### config.mk
export PLATFORM = sky130hd
export DESIGN_NAME = ex_muldiv
export DESIGN_NICKNAME = d
export VERILOG_FILES = /design/src/rtl/ex_muldiv.sv
export SDC_FILE = /design/constraint.sdc
export NUM_CORES = 1
export LEC_CHECK = 0
export ABC_AREA = 1
export BUFFER_PORTS_ARGS = -buffer_cell sky130_fd_sc_hd__buf_2
export CAP_MARGIN = 20
export CORE_MARGIN = 10
export CORE_UTILIZATION = 43
export CTS_CLUSTER_DIAMETER = 40
export CTS_CLUSTER_SIZE = 20
export DETAILED_ROUTE_END_ITERATION = 7
export PLACE_DENSITY = 0.72
export SLEW_MARGIN = 20
export SYNTH_ARGS = -nofsm -noshare
export SYNTH_HDL_FRONTEND = slang
export SYNTH_SLANG_ARGS = --single-unit
### constraint.sdc
create_clock -name clk -period 2.7 [get_ports clk]
set_input_delay 0.54 -clock clk [delete_from_list [all_inputs] [get_ports clk]]
set_output_delay 0.54 -clock clk [all_outputs]
set_load 0.01 [all_outputs]
### src/rtl/ex_muldiv.sv
`default_nettype none
// ============================================================================
//  Module      : ex_muldiv
//  Description : Iterative 32-bit multiply/divide unit for the EX stage.
//                Radix-2 shift-add multiply and restoring divide, one step
//                per clock, holding architectural HI/LO and stalling the
//                front end while an operation is in flight.
//  Revision    : 1.0 - initial release
// ============================================================================
module ex_muldiv #(
  parameter int XLEN  = 32,
  parameter int CNT_W = 6
) (
  input  logic            clk,
  input  logic            clr_n,
  input  logic            start,
  input  logic [1:0]      op,
  input  logic [XLEN-1:0] op_a,
  input  logic [XLEN-1:0] op_b,
  input  logic            flush,
  input  logic            rd_hilo,
  input  logic            hi_we,
  input  logic            lo_we,
  input  logic [XLEN-1:0] wdata,
  output logic [XLEN-1:0] hi,
  output logic [XLEN-1:0] lo,
  output logic            busy,
  output logic            stall,
  output logic            done,
  output logic            div_zero
);

  typedef enum logic [1:0] {
    S_IDLE = 2'd0,
    S_CALC = 2'd1,
    S_FIN  = 2'd2
  } state_t;

  localparam logic [CNT_W-1:0] c_LAST = CNT_W'(XLEN - 1);

  state_t              r_state;
  logic [CNT_W-1:0]    r_cnt;
  logic [XLEN-1:0]     r_hi;
  logic [XLEN-1:0]     r_lo;
  logic                r_done;
  logic                r_dz;
  logic [XLEN-1:0]     r_opnd;     // multiplicand (mult) or divisor (div), magnitude
  logic [2*XLEN-1:0]   r_acc;      // {partial product | remainder, multiplier | quotient}
  logic [XLEN-1:0]     r_raw_a;    // unmodified dividend, returned in HI on divide-by-zero
  logic                r_sign_a;
  logic                r_sign_b;
  logic                r_is_div;
  logic                r_signed;
  logic                r_bzero;

  // Operand capture: signed ops take magnitudes, unsigned ops pass through.
  logic            w_signed_in;
  logic            w_sa_in;
  logic            w_sb_in;
  logic [XLEN-1:0] w_abs_a;
  logic [XLEN-1:0] w_abs_b;

  assign w_signed_in = ~op[0];
  assign w_sa_in     = w_signed_in & op_a[XLEN-1];
  assign w_sb_in     = w_signed_in & op_b[XLEN-1];
  assign w_abs_a     = w_sa_in ? (~op_a + 1'b1) : op_a;
  assign w_abs_b     = w_sb_in ? (~op_b + 1'b1) : op_b;

  // Multiply step: conditionally add multiplicand to upper half, shift right.
  logic [XLEN:0]     w_madd;
  logic [2*XLEN-1:0] w_mstep;

  assign w_madd  = {1'b0, r_acc[2*XLEN-1:XLEN]} + (r_acc[0] ? {1'b0, r_opnd} : '0);
  assign w_mstep = {w_madd, r_acc[XLEN-1:1]};

  // Divide step: shift left, trial-subtract divisor, keep result if no borrow.
  // When the subtraction succeeds the true difference is below the divisor,
  // so the low XLEN bits of the modular subtract are exact.
  logic [XLEN:0]     w_rem_sh;
  logic              w_qbit;
  logic [XLEN-1:0]   w_sub;
  logic [2*XLEN-1:0] w_dstep;

  assign w_rem_sh = {r_acc[2*XLEN-1:XLEN], r_acc[XLEN-1]};
  assign w_qbit   = (w_rem_sh >= {1'b0, r_opnd});
  assign w_sub    = w_rem_sh[XLEN-1:0] - r_opnd;
  assign w_dstep  = {(w_qbit ? w_sub : w_rem_sh[XLEN-1:0]), r_acc[XLEN-2:0], w_qbit};

  // Final sign fixups applied on the FIN edge.
  logic              w_neg_res;
  logic [2*XLEN-1:0] w_prod;
  logic [XLEN-1:0]   w_quo;
  logic [XLEN-1:0]   w_rem;

  assign w_neg_res = r_signed & (r_sign_a ^ r_sign_b);
  assign w_prod    = w_neg_res ? (~r_acc + 1'b1) : r_acc;
  assign w_quo     = w_neg_res ? (~r_acc[XLEN-1:0] + 1'b1) : r_acc[XLEN-1:0];
  assign w_rem     = (r_signed & r_sign_a) ? (~r_acc[2*XLEN-1:XLEN] + 1'b1)
                                           : r_acc[2*XLEN-1:XLEN];

  // Sequencer: capture operands, iterate, then commit HI/LO and pulse done.
  always_ff @(posedge clk) begin
    if (!clr_n) begin
      r_state  <= S_IDLE;
      r_cnt    <= '0;
      r_hi     <= '0;
      r_lo     <= '0;
      r_done   <= 1'b0;
      r_dz     <= 1'b0;
      r_opnd   <= '0;
      r_acc    <= '0;
      r_raw_a  <= '0;
      r_sign_a <= 1'b0;
      r_sign_b <= 1'b0;
      r_is_div <= 1'b0;
      r_signed <= 1'b0;
      r_bzero  <= 1'b0;
    end else if (flush) begin
      r_state <= S_IDLE;
      r_cnt   <= '0;
      r_done  <= 1'b0;
      r_dz    <= 1'b0;
    end else begin
      r_done <= 1'b0;
      r_dz   <= 1'b0;
      case (r_state)
        S_IDLE: begin
          if (hi_we) r_hi <= wdata;
          if (lo_we) r_lo <= wdata;
          if (start) begin
            r_state  <= S_CALC;
            r_cnt    <= '0;
            r_is_div <= op[1];
            r_signed <= w_signed_in;
            r_sign_a <= w_sa_in;
            r_sign_b <= w_sb_in;
            r_bzero  <= (op_b == '0);
            r_raw_a  <= op_a;
            r_opnd   <= op[1] ? w_abs_b : w_abs_a;
            r_acc    <= {{XLEN{1'b0}}, (op[1] ? w_abs_a : w_abs_b)};
          end
        end
        S_CALC: begin
          r_acc <= r_is_div ? w_dstep : w_mstep;
          r_cnt <= r_cnt + 1'b1;
          if (r_cnt == c_LAST) r_state <= S_FIN;
        end
        S_FIN: begin
          r_state <= S_IDLE;
          r_cnt   <= '0;
          r_done  <= 1'b1;
          if (!r_is_div) begin
            r_hi <= w_prod[2*XLEN-1:XLEN];
            r_lo <= w_prod[XLEN-1:0];
          end else if (r_bzero) begin
            r_hi <= r_raw_a;
            r_lo <= '1;
            r_dz <= 1'b1;
          end else begin
            r_hi <= w_rem;
            r_lo <= w_quo;
          end
        end
        default: begin
          r_state <= S_IDLE;
          r_cnt   <= '0;
        end
      endcase
    end
  end

  // Hold requesters upstream whenever the unit is occupied.
  assign busy     = (r_state != S_IDLE);
  assign stall    = busy & (start | rd_hilo | hi_we | lo_we);
  assign hi       = r_hi;
  assign lo       = r_lo;
  assign done     = r_done;
  assign div_zero = r_dz;

endmodule
`default_nettype wire

# [Word-level counts from Yosys, hierarchy flattened]
# Index checks and enable logic that the tools add are counted.
# Widths: inputs -> output; s select.
[word_totals] ramBits=0 latchBits=0 register_bits=207 elab_cells=88 memories=0 rom_bits=0
[op_classes] eq_ne=7 bitwise_logic=19 div_mod_pow=0 reduce_logical=12 add_sub_neg=8 order_cmp=1 muxes=27 n_shift=0 n_mul=0
[op_table] op="$mux 32" count=14
[op_table] op="$mux 64" count=3
[op_table] op="$add 32x1->32 const B" count=4
[op_table] op="$not 32->32" count=4
[op_table] op="$pmux 32 s2" count=2
[op_table] op="$pmux 64 s2" count=1
[op_table] op="$add 64x1->64 const B" count=1
[op_table] op="$not 64->64" count=1
[op_table] op="$add 32x32->33" count=1
[op_table] op="$ge 33x32->1" count=1
[op_table] op="$logic_not 32->1" count=1
[op_table] op="$sub 32x32->32" count=1
[op_table] op="$pmux 6 s2" count=1
[op_table] op="$reduce_and 3->1" count=4
[op_table] op="$ne 2x2->1 const B" count=4
[op_table] op="$add 6x1->6 const B" count=1
[op_table] op="$eq 6x5->1 const B" count=1
[op_table] op="$mux 6" count=1
[op_table] op="$reduce_bool 2->1" count=3
[op_table] op="$and 1x1->1" count=5
[op_table] op="$not 1->1" count=5
[op_table] op="$mux 2" count=2
[op_table] op="$pmux 2 s2" count=1
[op_table] op="$reduce_or 4->1" count=1
[op_table] op="8 further kinds" count=11

# [Depth between registers and ports, before layout]
[depth] word_depth=6 ltp_mapped=21 ltp_nobuf=19

# [Worst setup path before layout]
# OpenSTA, ideal clock, no wires.
[synth_path] path_type="reg2reg" start="register r_acc[0]" end="register r_acc[47]" t_arrival_ps=2579 synth_period_minus_slack_ps=2644 path_stages_with_launch=22 setup_slack_ps=56 required_time_ps=2635 path_cell_list="dfxtp_1 buf_2 clkbuf_1 nand2_1 inv_1 ha_1 inv_1 fa_1 inv_1 nand3_1 nand3_1 nand2_1 nand2_1 inv_1 nor2_1 nor2_1 or2_2 nand3_1 nand2_1 nor2_1 nor2_1 nor2_1"
[synth_between] elab_chain_len=4
[synth_rtl] item="start, declared" line="48" source="logic [2*XLEN-1:0] r_acc;"
[synth_rtl] item="start signal, assigned" line="140" source="r_acc <= {{XLEN{1'b0}}, (op[1] ? w_abs_a : w_abs_b)};"
[synth_rtl] item="start signal, assigned" line="144" source="r_acc <= r_is_div ? w_dstep : w_mstep;"
[synth_rtl] item="$mux 32" line="73" source="assign w_madd = {1'b0, r_acc[2*XLEN-1:XLEN]} + (r_acc[0] ? {1'b0, r_opnd} : '0);"
[synth_rtl] item="$add 32x32->33" line="73"
[synth_rtl] item="$mux 64" line="144"
[synth_rtl] item="$pmux 64 s2" line="126" source="case (r_state)"
# Every way passes these cells.
# A chain may end at the register's enable or synchronous reset.

# [Worst setup path after layout]
[layout_path] start="register r_opnd[6]" end="register r_acc[47]"
[layout_between] elab_chain_len=4 word_cells_on_any_way=7 classes_between="add/sub (2); order compare (1); mux (4)"
[layout_rtl] item="start, declared" line="47" source="logic [XLEN-1:0] r_opnd;"
[layout_rtl] item="start signal, assigned" line="139" source="r_opnd <= op[1] ? w_abs_b : w_abs_a;"
[layout_rtl] item="$mux 32, or another cell as far along" line="73"
[layout_rtl] item="$add 32x32->33 or $mux 32 (tied branches)" line="73, 87"
[layout_rtl] item="$mux 64 *" line="144"
[layout_rtl] item="$pmux 64 s2 *" line="126"
# Every way passes the cells marked *; elsewhere a longest branch is shown, timed or not.

==> impl_metrics.toml <==
[run_status]
status = "completed"

[setup_path]
crit_fanout = 8
start_kind = "register"
crit_arrival_ps = 3080
crit_type = "reg2reg"
critical_path.slowest_cell = "dfxtp_1"
reg2reg_from = "r_opnd[6]$_SDFFE_PN0P_"
rr_endpoint = "r_acc[47]$_SDFFE_PN0P_"
r2r_cells = 17
worstSetupPathDepth = 17
end_kind = "register"
crit_chain = "inv_1, ha_1, nand2_1, nand2_1, a21oi_1, nand3_2, nand2_2, nand2_4, nand2_4, nand2_8, nor2_8, buf_12, nand2_1, nand2_1, nor2_1, nor2_1, nor2_1"
max_stage_delay_ps = 470
required_ps = 3150
path_buf_inv = 2
critPathTopFamily = "simple AND/OR/NAND/NOR gates"
reg2reg_slack_ps = 70
crit_end = "r_acc[47]$_SDFFE_PN0P_"
crit_start = "r_opnd[6]$_SDFFE_PN0P_"
crit_top_cell = "nand2_1"

[clocking]
cts_root_buf = "clkbuf_16"
htree_levels = 2
hold_buffers = 0
clock-sinks = 207
cts.clk_slew.worst_paths_ps = 50
cts_tree = "yes"
ctsLongestPathBuffers = 3
cts_buffers = 40
clk_latency_ps = 600

[final_layout]
drive_gt1_frac = 0.126
seqCellArea_sq_mm = 0.00415
final_cell_mix = "nand2_1 (1000), inv_1 (484), nor2_1 (380)"
multi_input_area_sq_mm = 0.0136
nets = 4036
n_antenna_cell = 0
area_delta_synth_final_pct = 18.6
final_common_cell = "nand2_1"
nFillCells = 5003
final_cells = 4499

[sta]
tns_ps = 0
hold_violations = 0
setup_viol = 0
slew_violations = 0
finalCriticalPeriod_ps = 2630
fin_crit_sh = 0.975
fmax_mhz = 380
worstMarginPinSlew_ps = 922
relSlewSlack = 0.380
hold_ws_ps = 251
finalClockSkew_ps = 39.0
setup_slack_ps = 67.3

[drt]
wire_per_inst_um = 21.1
totalWireLength_mm = 95.0
first_pass_iters = 8
first_iter_violations = 3319
routed_via_density = 5.67
ant_nets = 0
drc = 0
vias = 25500

[yosys]
ys_seq_area_frac = 0.206
synthDistinctLibCells = 49
synthCells = 3632
yosysWarnings = 0
syn-num-nets = 3808
syn_avg_cell_area_sq_um = 5.55
synth_top_cell_area_share = 0.206
netlist_area_sq_mm = 0.0201
synth.top_cells.by_area = "dfxtp_1 (21%), nand2_1 (19%), inv_1 (9.1%)"
ys_seq_elements = 207
yosys.area.top_type = "dfxtp_1"

[floorplan]
die_h_um = 236
initial_core_util = 0.434
core_sq_mm = 0.0465
ios = 173
die_area_sq_mm = 0.0559
num_rows = 79
die_x_um = 236

[global_routing]
overflow = 0
grt_max_degree = 156
grt_pass1_wl_mm = 140
grt_pass1_vias = 22800
grtUsageTotal = 0.320
grt_antenna_before_repair = 1

[power]
p_total_mw = 11.8
leakagePower_nw = 12.5
powerDensity_mw_per_mm2 = 494
vdd_drop_max_uv = 558

[placed_design]
pre_cts_ws_ps = 31.8
hpwlAfterDp_mm = 76.5
io_buffers = 172
place.gp.congestion = 1.12
place_inst = 4424

[min_path]
min-delay-path-class = "in2reg"
min_delay_path_depth = 3

[job]
max_cap_violations = 0
[cell usage after synthesis, drive strengths merged]
cell type	instances
clkbuf	100
o31ai	6
fa	2
o21bai	7
o211ai	35
nand3b	14
o22ai	2
inv	499
buf	44
a21oi	347
nor3	45
a211oi	2
a32o	1
and2	9
a31oi	21
a21o	4
a22oi	6
a221oi	2
ha	69
clkinv	3
a32oi	2
dfxtp	207
o21ai	345
xnor2	18
o221ai	5
or2	10
nor4	5
o2111ai	1
nand4	51
xor2	54
nand2	1016
o21a	4
nand3	285
nor2	411
[per-layer routing]
layer	part of all wire	wire length [um]	vias to the layer above	global-route usage
met5	0.00018	17	-	0
met1	0.42	39900	11500	0.444
met2	0.40	38300	1480	0.455
met3	0.13	12300	211	0.0822
li1	-	-	12300	-
met4	0.048	4520	2	0.138
[report_power, final]
group	total [mW]	switching, mW	internal [mW]	leakage (nW)
clock	5.03	2.13	2.90	0.657
combinational	3.34	2.29	1.05	10.1
sequential	3.43	0.190	3.24	1.70
[logic make-up after synthesis]
group	count (synthesis)	share of synthesized area
adder cells (fa/ha/maj)	71	0.0448
AO/OA/AOI/OAI	790	0.209
AND/OR/NAND/NOR	1846	0.386
XOR/XNOR	72	0.0313
flip-flops	207	0.206
buffers and inverters	646	0.123
[worst min-delay path by stage]
stage,endpoint,from,slack [ps]
floorplan,r_raw_a[31]$_SDFFE_PN0P_,r_raw_a[31]$_SDFFE_PN0P_,430
global placement,r_raw_a[31]$_SDFFE_PN0P_,r_raw_a[31]$_SDFFE_PN0P_,460
detailed placement,r_cnt[3]$_SDFFE_PP0P_,r_cnt[3]$_SDFFE_PP0P_,470
CTS,r_state[0]$_SDFFE_PP0P_,start,250
global route,r_acc[30]$_SDFFE_PN0P_,clr_n,250
finish,r_state[0]$_SDFFE_PP0P_,start,250
[cell type report]
| cell class | count | share of cell area |
|---|---|---|
| Tap cell | 607 | 0.0318 |
| Clock inverter | 31 | 0.0140 |
| Multi-Input combinational cell | 2779 | 0.568 |
| Timing Repair Buffer | 330 | 0.0912 |
| Sequential cell | 207 | 0.174 |
| Clock buffer | 43 | 0.0428 |
| Inverter | 502 | 0.0788 |
[worst reg2reg max path: cells and delay by family, from the launching register on]
| family | cells | cell delay [ps] |
|---|---|---|
| adders and majority gates | 1 | 360 |
| AOI/OAI and AO/OA | 1 | 220 |
| buffers and inverters | 2 | 230 |
| DFF | 1 | 470 |
| and+or+nand+nor | 13 | 1230 |
[flip-flops by register name (all words and copies together), names as in the netlist]
signal and count:
r_sign_a 1, r_raw_a 32, r_sign_b 1, done 1, r_state 2, r_signed 1
r_opnd 32, lo 32, r_acc 64, r_cnt 6, hi 32, r_is_div 1
div_zero 1, r_bzero 1
[timing repair]
action,4_1_cts,5_1_grt
gates resized for setup,0,10
setup buffers,0,0
setup endpoints to repair,0,12
[metrics by stage]
stage | util | area (sq um)
after CTS | 0.513 | 23800
after floorplan | - | 20100
final | 0.514 | 23900
after global routing | 0.514 | 23900
after global placement | 0.484 | 22500
after detailed placement | 0.484 | 22500
Power figures use the tool's default switching activity.
